$ cat config.mk
export PLATFORM = sky130hd
export DESIGN_NAME = sha256_msg_schedule_flat
export DESIGN_NICKNAME = d
export VERILOG_FILES = /design/src/rtl/sha256_msg_schedule_if.sv /design/src/rtl/sha256_msg_schedule.sv /design/src/flat_wrapper.sv
export SDC_FILE = /design/constraint.sdc
export NUM_CORES = 1
export LEC_CHECK = 0
export ABC_AREA = 1
export BUFFER_PORTS_ARGS = -buffer_cell sky130_fd_sc_hd__buf_2
export CORE_ASPECT_RATIO = 0.75
export CORE_UTILIZATION = 57
export DETAILED_ROUTE_END_ITERATION = 16
export GPL_TIMING_DRIVEN = 0
export PLACE_DENSITY = 0.77
export SLEW_MARGIN = 10
export SYNTH_ARGS = -nofsm -noshare
export SYNTH_HDL_FRONTEND = slang
export SYNTH_SLANG_ARGS = --single-unit
$ cat constraint.sdc
create_clock -name clk -period 3.6 [get_ports clk]
set_input_delay 0.36 -clock clk [delete_from_list [all_inputs] [get_ports clk]]
set_output_delay 0.36 -clock clk [all_outputs]
set_load 0.01 [all_outputs]
$ cat src/rtl/sha256_msg_schedule_if.sv
// Handshake bundle for the SHA-256 message-schedule expander: a word-load
// channel in, a schedule-word channel out, plus a busy flag.
interface sha256_msg_schedule_if #(
    parameter int WORD_W = 32,
    parameter int IDX_W  = 6
);
    logic              in_valid;
    logic              in_ready;
    logic [WORD_W-1:0] in_word;
    logic              w_valid;
    logic              w_ready;
    logic [WORD_W-1:0] w_word;
    logic [IDX_W-1:0]  w_index;
    logic              w_last;
    logic              busy;

    // Producer of message words / consumer of schedule words.
    modport master (
        output in_valid, in_word, w_ready,
        input  in_ready, w_valid, w_word, w_index, w_last, busy
    );

    // The schedule expander itself.
    modport slave (
        input  in_valid, in_word, w_ready,
        output in_ready, w_valid, w_word, w_index, w_last, busy
    );
endinterface

$ cat src/rtl/sha256_msg_schedule.sv
// SHA-256 message-schedule expander. Loads one 512-bit block as 16 words,
// then emits W[0..63] one word per handshake using a 16-entry sliding
// window: W[t+16] is built from the window while W[t] is being offered.
module sha256_msg_schedule #(
    parameter int WORD_W = 32,   // SHA-256 word width; only 32 is meaningful
    parameter int ROUNDS = 64    // schedule words emitted per block
) (
    input  logic                   clk,
    input  logic                   rst,
    sha256_msg_schedule_if.slave   bus
);
    localparam int IDX_W = $clog2(ROUNDS);
    localparam logic [IDX_W-1:0] LAST_IDX = IDX_W'(ROUNDS - 1);
    localparam logic [IDX_W-1:0] PRE_LAST_IDX = IDX_W'(ROUNDS - 2);
    localparam logic [3:0] LAST_LOAD = 4'd15;

    typedef enum logic {
        ST_LOAD,
        ST_EMIT
    } state_t;

    // SHA-256 small sigma functions (rotations are fixed for 32-bit words).
    function automatic logic [31:0] small_sigma0(input logic [31:0] x);
        return {x[6:0], x[31:7]} ^ {x[17:0], x[31:18]} ^ {3'b000, x[31:3]};
    endfunction

    function automatic logic [31:0] small_sigma1(input logic [31:0] x);
        return {x[16:0], x[31:17]} ^ {x[18:0], x[31:19]} ^ {10'b0, x[31:10]};
    endfunction

    state_t                  r_state;
    logic [3:0]              r_load_cnt;
    logic [IDX_W-1:0]        r_emit_cnt;
    logic [15:0][WORD_W-1:0] r_win;       // r_win[i] holds W[emit_cnt+i] while emitting
    logic                    r_in_ready;
    logic                    r_w_valid;
    logic                    r_w_last;
    logic                    r_busy;

    logic                    w_load_fire;
    logic                    w_emit_fire;
    logic [WORD_W-1:0]       w_new_word;
    logic [15:0][WORD_W-1:0] w_win_next;

    // In LOAD the expander is always ready, so a valid word is a handshake.
    assign w_load_fire = (r_state == ST_LOAD) && bus.in_valid;
    assign w_emit_fire = (r_state == ST_EMIT) && bus.w_ready;

    // Next schedule word W[t+16] from the current window, mod 2^32.
    assign w_new_word = small_sigma1(r_win[14]) + r_win[9]
                      + small_sigma0(r_win[1]) + r_win[0];

    // Per-entry next value: capture a loaded word, shift on accept, else hold.
    for (genvar gi = 0; gi < 16; gi++) begin : g_win
        logic [WORD_W-1:0] w_shift_in;
        if (gi == 15) begin : g_tail
            assign w_shift_in = w_new_word;
        end else begin : g_body
            assign w_shift_in = r_win[gi+1];
        end

        assign w_win_next[gi] = (w_load_fire && (r_load_cnt == 4'(gi))) ? bus.in_word :
                                w_emit_fire                              ? w_shift_in  :
                                                                           r_win[gi];
    end

    // Window storage.
    always_ff @(posedge clk) begin
        if (rst) begin
            r_win <= '0;
        end else begin
            r_win <= w_win_next;
        end
    end

    // Load/emit sequencing with registered handshake and status flags.
    always_ff @(posedge clk) begin
        if (rst) begin
            r_state    <= ST_LOAD;
            r_load_cnt <= '0;
            r_emit_cnt <= '0;
            r_in_ready <= 1'b1;
            r_w_valid  <= 1'b0;
            r_w_last   <= 1'b0;
            r_busy     <= 1'b0;
        end else begin
            case (r_state)
                ST_LOAD: begin
                    if (w_load_fire) begin
                        r_busy <= 1'b1;
                        if (r_load_cnt == LAST_LOAD) begin
                            r_load_cnt <= '0;
                            r_state    <= ST_EMIT;
                            r_in_ready <= 1'b0;
                            r_w_valid  <= 1'b1;
                            r_w_last   <= (ROUNDS == 1);
                        end else begin
                            r_load_cnt <= r_load_cnt + 4'd1;
                        end
                    end
                end
                ST_EMIT: begin
                    if (w_emit_fire) begin
                        if (r_emit_cnt == LAST_IDX) begin
                            r_emit_cnt <= '0;
                            r_state    <= ST_LOAD;
                            r_in_ready <= 1'b1;
                            r_w_valid  <= 1'b0;
                            r_w_last   <= 1'b0;
                            r_busy     <= 1'b0;
                        end else begin
                            r_emit_cnt <= r_emit_cnt + 1'b1;
                            r_w_last   <= (r_emit_cnt == PRE_LAST_IDX);
                        end
                    end
                end
                default: begin
                    r_state <= ST_LOAD;
                end
            endcase
        end
    end

    // All outputs come straight from registers.
    assign bus.in_ready = r_in_ready;
    assign bus.w_valid  = r_w_valid;
    assign bus.w_word   = r_win[0];
    assign bus.w_index  = r_emit_cnt;
    assign bus.w_last   = r_w_last;
    assign bus.busy     = r_busy;

endmodule

$ cat src/flat_wrapper.sv
// flat-port wrapper written by rule: the top's interface ports become plain ports
module sha256_msg_schedule_flat 
#(
    parameter int WORD_W = 32,                                               
    parameter int ROUNDS = 64                                       
)
  (clk, rst, bus_in_valid, bus_in_word, bus_w_ready, bus_in_ready, bus_w_valid, bus_w_word, bus_w_index, bus_w_last, bus_busy);
  sha256_msg_schedule_if #(.WORD_W(WORD_W)) bus_i ();
  input  logic clk;
  input  logic rst;
  input wire logic [$bits(bus_i.in_valid)-1:0] bus_in_valid;
  input wire logic [$bits(bus_i.in_word)-1:0] bus_in_word;
  input wire logic [$bits(bus_i.w_ready)-1:0] bus_w_ready;
  output wire logic [$bits(bus_i.in_ready)-1:0] bus_in_ready;
  output wire logic [$bits(bus_i.w_valid)-1:0] bus_w_valid;
  output wire logic [$bits(bus_i.w_word)-1:0] bus_w_word;
  output wire logic [$bits(bus_i.w_index)-1:0] bus_w_index;
  output wire logic [$bits(bus_i.w_last)-1:0] bus_w_last;
  output wire logic [$bits(bus_i.busy)-1:0] bus_busy;
  assign bus_i.in_valid = bus_in_valid;
  assign bus_i.in_word = bus_in_word;
  assign bus_i.w_ready = bus_w_ready;
  assign bus_in_ready = bus_i.in_ready;
  assign bus_w_valid = bus_i.w_valid;
  assign bus_w_word = bus_i.w_word;
  assign bus_w_index = bus_i.w_index;
  assign bus_w_last = bus_i.w_last;
  assign bus_busy = bus_i.busy;
  sha256_msg_schedule #(.WORD_W(WORD_W), .ROUNDS(ROUNDS)) u_core (.clk(clk), .rst(rst), .bus(bus_i));
endmodule
; ---- After elaboration in Yosys (flattened, before gate mapping)
; Cells that the tools add are included.
[word_totals]
regBits = 527
inputBits = 36
elab_cells = 148
[classes]
add_sub_neg = 5
eq_ne = 21
muxes = 54
bitwise_logic = 5
reduce_logical = 40
[ops]
columns = operator, n
row1 = 32-bit 2-to-1 mux, 32
row2 = 32-bit adder, 3
row3 = 32-bit XOR, 2
row4 = 4-bit == test (second input constant), 8
row5 = 2-bit nonzero test, 16
row6 = 32-bit by 22-bit XOR with 32-bit output, 1
row7 = 32-bit by 29-bit XOR with 32-bit output, 1
row8 = 1-bit logical AND, 18
row9 = 4-bit by 3-bit == test with 1-bit output (second input constant), 4
row10 = 1-bit 2-to-1 mux, 15
row11 = 6-bit == test (second input constant), 2
row12 = 1-bit one-hot mux with 2 select lines, 5
row13 = 4-bit by 2-bit == test with 1-bit output (second input constant), 2
row14 = 6-bit by 1-bit adder with 6-bit output (second input constant), 1
row15 = 6-bit 2-to-1 mux, 1
row16 = 2-bit != test (second input constant), 3
row17 = 3-bit AND reduction, 2
row18 = 4-bit by 1-bit adder with 4-bit output (second input constant), 1
row19 = 4-bit by 1-bit == test with 1-bit output (second input constant), 1
row20 = 4-bit logical NOT, 1
row21 = 4-bit 2-to-1 mux, 1
row22 = 2-bit AND reduction, 2
row23 = 4-bit AND reduction, 1
row24 = 2-bit by 1-bit != test with 1-bit output (second input constant), 1
row25 = 1-bit inverter, 1

; ---- Longest topological paths before layout
[logic_depth]
ltp_word = 7
ltp_mapped = 21
ltp_nobuf = 20

; ---- Least setup slack after synthesis
; OpenSTA, ideal clock, no wires.
[synth_timing]
kind = reg2reg
start = register u_core.r_win, in the netlist u_core.g_win[0].w_shift_in[19]
end = register u_core.r_win, in the netlist u_core.g_win[14].w_shift_in[29]
setup_ps = 132
arrival_time_ps = 3284
required_ps = 3468
path_slack_ps = 184
stages_incl_launch_ff = 22
path_cell_list = dfxtp_1 clkbuf_1 xnor2_1 xor2_1 inv_1 fa_1 inv_1 fa_1 inv_1 ha_1 inv_1 fa_1 inv_1 nand3_1 nand3_1 nand3_1 nand3_1 nand2_1 nand2_1 nand2_1 nand3_1 a21oi_1
[synth_between]
elab_chain_cells = 6
[synth_rtl]
columns = item, line
row1 = start: declaration, sha256_msg_schedule.sv:34  ; logic [15:0][WORD_W-1:0] r_win;
row2 = start signal: assignment, sha256_msg_schedule.sv:72  ; r_win <= w_win_next;
row3 = 32-bit XOR, sha256_msg_schedule.sv:24  ; return {x[6:0], x[31:7]} ^ {x[17:0], x[31:18]} ^ {3'b000, x[31:3]};
row4 = 32-bit by 29-bit XOR with 32-bit output *, sha256_msg_schedule.sv:24
row5 = 32-bit adder * (2 in a row), sha256_msg_schedule.sv:51  ; + small_sigma0(r_win[1]) + r_win[0];
row6 = 32-bit 2-to-1 mux *, sha256_msg_schedule.sv:63  ; w_emit_fire ? w_shift_in :
row7 = 32-bit 2-to-1 mux *, sha256_msg_schedule.sv:62  ; assign w_win_next[gi] = (w_load_fire && (r_load_cnt == 4'(gi))) ? bus.in_word :
; Every way passes the cells marked *; elsewhere a longest branch is shown, timed or not. The select of a mux whose other input is x is not followed.
; A chain may end at the register's enable or synchronous reset.

; ---- Final worst setup path
[layout_timing]
start = register u_core.r_win, in the netlist u_core.g_win[0].w_shift_in[23]
end = register u_core.r_win, in the netlist u_core.g_win[14].w_shift_in[25]
; The elaborated chain is that of the path after synthesis.

==> flow_metrics.env <==
export IMPL_status="finished with violations"
export IMPL_violations="negative setup slack"
export IMPL_coreArea_um2=46200
export IMPL_io_pins=78
export IMPL_synthArstFlopShare_pct=0
export IMPL_drv_slew=0
export IMPL_tns_ns=-0.119
export IMPL_syn_area_um2=26800
export IMPL_critical_path_class="flop to flop"
export IMPL_timing_final_crit_share_pct=101
export IMPL_required_ns=4.14
export IMPL_synthFlopType="dfxtp_1"
export IMPL_hold_path_class="input pin to flop"
export IMPL_synth_commonest_cells="1,713 x nand2_1, 527 x dfxtp_1, 493 x a31oi_1"
export IMPL_clkTransAtPathRegs_ns=0.06
export IMPL_grt_pass1_vias=24200
export IMPL_synth_cells=3842
export IMPL_relSlewSlack_pct=30.9
export IMPL_endpoint="u_core.g_win[14].w_shift_in[25]"
export IMPL_drc=0
export IMPL_clk_latency_ns=0.62
export IMPL_final_antenna_net_count=0
export IMPL_holdWs_ns=0.145
export IMPL_power_density_nw_per_um2=421
export IMPL_die_w_um=253
export IMPL_startpoint_type="flop"
export IMPL_worstPathMaxFanout=5
export IMPL_setup_ws_ns=-0.0398
export IMPL_power_leakage_nw=11.5
export IMPL_overflow=0
export IMPL_fill_cells=4017
export IMPL_drt_wl_total_um=102000
export IMPL_ctsHoldBuffers=0
export IMPL_cpPeakStageDelay_ns=0.54
export IMPL_cp_end_kind="flop"
export IMPL_placementRows=68
export IMPL_yosysWarnings=0
export IMPL_clkSinkCount=527
export IMPL_vias=27400
export IMPL_cts_made_buffers=52
export IMPL_fin_nets=4060
export IMPL_drive_gt1_share_pct=15.9
export IMPL_syn2layout_area_growth_pct=17.1
export IMPL_port_buffers=44
export IMPL_r2r_start="u_core.g_win[0].w_shift_in[23]"
export IMPL_drt_initial_drc_count=4130
export IMPL_hold_viol_final=0
export IMPL_wl_per_cell_um=22.2
export IMPL_synth_top_area_share_pct=39.3
export IMPL_skew_ns=0.0277
export IMPL_yosysMostFrequentCell="nand2_1"
export IMPL_synth_edff_count=0
export IMPL_finalSetupViolCount=5
export IMPL_gp_congestion=1.09
export IMPL_worst_slew_pin_slew_ns=1.04
export IMPL_die_area_um2=48000
export IMPL_final_seq_area_um2=10700
export IMPL_ys_ff_latch=527
export IMPL_antenna_found_initial=1
export IMPL_grtUsageTotal_pct=41.4
export IMPL_reg2regPathDepth=17
export IMPL_rsz0062_at_grt="yes"
export IMPL_synth_cell_type_count=34
export IMPL_post_route_min_period_ns=3.64
export IMPL_r2r_end="u_core.g_win[14].w_shift_in[25]"
export IMPL_crit_arrival_ns=4.18
export IMPL_min_delay_start="bus_in_valid"
export IMPL_vdd_drop_max_mv=0.376
export IMPL_clock_root_buffer="clkbuf_16"
export IMPL_startpoint="u_core.g_win[0].w_shift_in[23]"
export IMPL_avgSynthCellArea_um2=6.99
export IMPL_yosysTopAreaCell="dfxtp_1"
export IMPL_dp_hpwl_um=77600
export IMPL_cp_cell_sequence="xnor2_2 -> xor2_1 -> inv_1 -> fa_1 -> inv_2 -> fa_1 -> inv_2 -> ha_4 -> nand2_8 -> nor2_4 -> buf_12 -> nand2_2 -> nor2_4 -> nand2_4 -> nand4_1 -> nand3_4 -> a21oi_2"
export IMPL_die_y_um=190
export IMPL_max_freq_mhz=275
export IMPL_ys_top_cells_by_area="dfxtp_1 39%, nand2_1 24%, a31oi_1 11%"
export IMPL_r2r_slack_ns=-0.04
export IMPL_multi_input_area_um2=15200
export IMPL_viasPerCell=5.97
export IMPL_crit_slowest_cell="fa_1"
export IMPL_max_cap_violations=0
export IMPL_first_pass_iters=6
export IMPL_synthesis_nets=3977
export IMPL_ctsHtreeMaxLevel=2
export IMPL_cts_tree="built"
export IMPL_yosysSeqAreaShare_pct=39.3
export IMPL_grt_pass1_wl_um=148000
export IMPL_cts_max_path_buffers=3
export IMPL_initial_core_util_pct=58.1
export IMPL_grt_max_degree=15
cells by family (layout without fill, tap and decap cells):
kind of cell,after synthesis,count (layout),synth area share [%]
other,0,1,0
AND/OR/NAND/NOR,1870,1870,27.1
AO/OA/AOI/OAI,575,575,13.3
XOR/XNOR,131,131,4.27
adder cells (fa/ha/maj),99,99,6.35
flip-flops,527,527,39.3
buffers and inverters,640,761,9.70
state kept, by name, indices dropped and copies added, names as in the netlist:
signal and cells:
u_core.bus.w_last 1, u_core.bus.busy 1, u_core.r_state 1, u_core.g_win.w_shift_in 480
u_core.bus.in_ready 1, u_core.bus.w_index 6, u_core.bus.w_word 32, u_core.bus.w_valid 1
u_core.r_load_cnt 4
worst max-delay path, delay by kind of cell, from the launching register on:
kind	cells	cell delay (ns)
AND/OR/NAND/NOR	7	0.74
flip-flops	1	0.48
buffers and inverters	4	0.33
adder cells (fa/ha/maj)	3	1.44
AO/OA/AOI/OAI	1	0.17
XOR/XNOR	2	0.38
per-stage QoR:
step	utilization [%]	instances	instance area (µm²)	worst slack, ns	power [mW]
2_1_floorplan	-	3842	26800	0.184	6.79
3_3_place_gp	60.3	4516	27900	-0.982	7.21
3_5_place_dp	60.3	4516	27900	-1.00	7.22
4_1_cts	65.4	4576	30200	-0.0147	13.0
5_1_grt	68.0	4593	31400	-0.110	13.5
6_report	68.0	4594	31400	-0.0398	13.2
where the power goes:
part           switching [mW]  total [mW]  internal, mW
clock                    2.46        5.82          3.35
sequential              0.115        6.00          5.89
combinational           0.950        1.42         0.471
routing by layer:
metal / up-vias / share of wire [%] / track usage, %
li1: 12400 / - / -
met1: 13000 / 43 / 60.5
met2: 1805 / 38 / 54.5
met3: 221 / 16 / 17.1
met4: 4 / 3.2 / 12.7
met5: - / 0.11 / 0.204
worst min-delay path by stage:
stage,end,slack [ns],cells after the start
global route,u_core.bus.busy,0.17,3
finish,u_core.r_load_cnt[1],0.15,3
global placement,u_core.bus.in_ready,0.44,2
detailed placement,u_core.bus.in_ready,0.45,2
CTS,u_core.r_load_cnt[1],0.14,3
floorplan,u_core.g_win[10].w_shift_in[7],0.45,2
cell usage in the layout (no fill, tap or decap), types with 40 or more instances in the layout:
master	netlist	layout
a31oi_1	493	493
buf_2	146	188
clkbuf_1	163	125
clkbuf_16	0	52
dfxtp_1	527	489
fa_1	62	59
inv_1	307	284
nand2_1	1713	1643
nand2_2	5	48
nor2_2	27	40
xnor2_1	78	46
xor2_1	53	43
layout make-up:
class | count | area share [%]
Multi-Input combinational cell | 2675 | 48.5
Sequential cell | 527 | 33.9
Clock buffer | 71 | 4.78
Buffer | 283 | 4.05
Inverter | 313 | 3.74
Tap cell | 630 | 2.51
Timing Repair Buffer | 73 | 1.58
Clock inverter | 21 | 0.923
Antenna cell | 1 | 0.00796
timing repair:
item                                    4_1_cts  5_1_grt
gates cloned                                  0        0
endpoints found under the setup margin       28       26
pin swaps                                    14       81
gates resized for setup                     174      223
setup buffers                                 9       20
No activity file was read; power rests on OpenSTA's default activity.
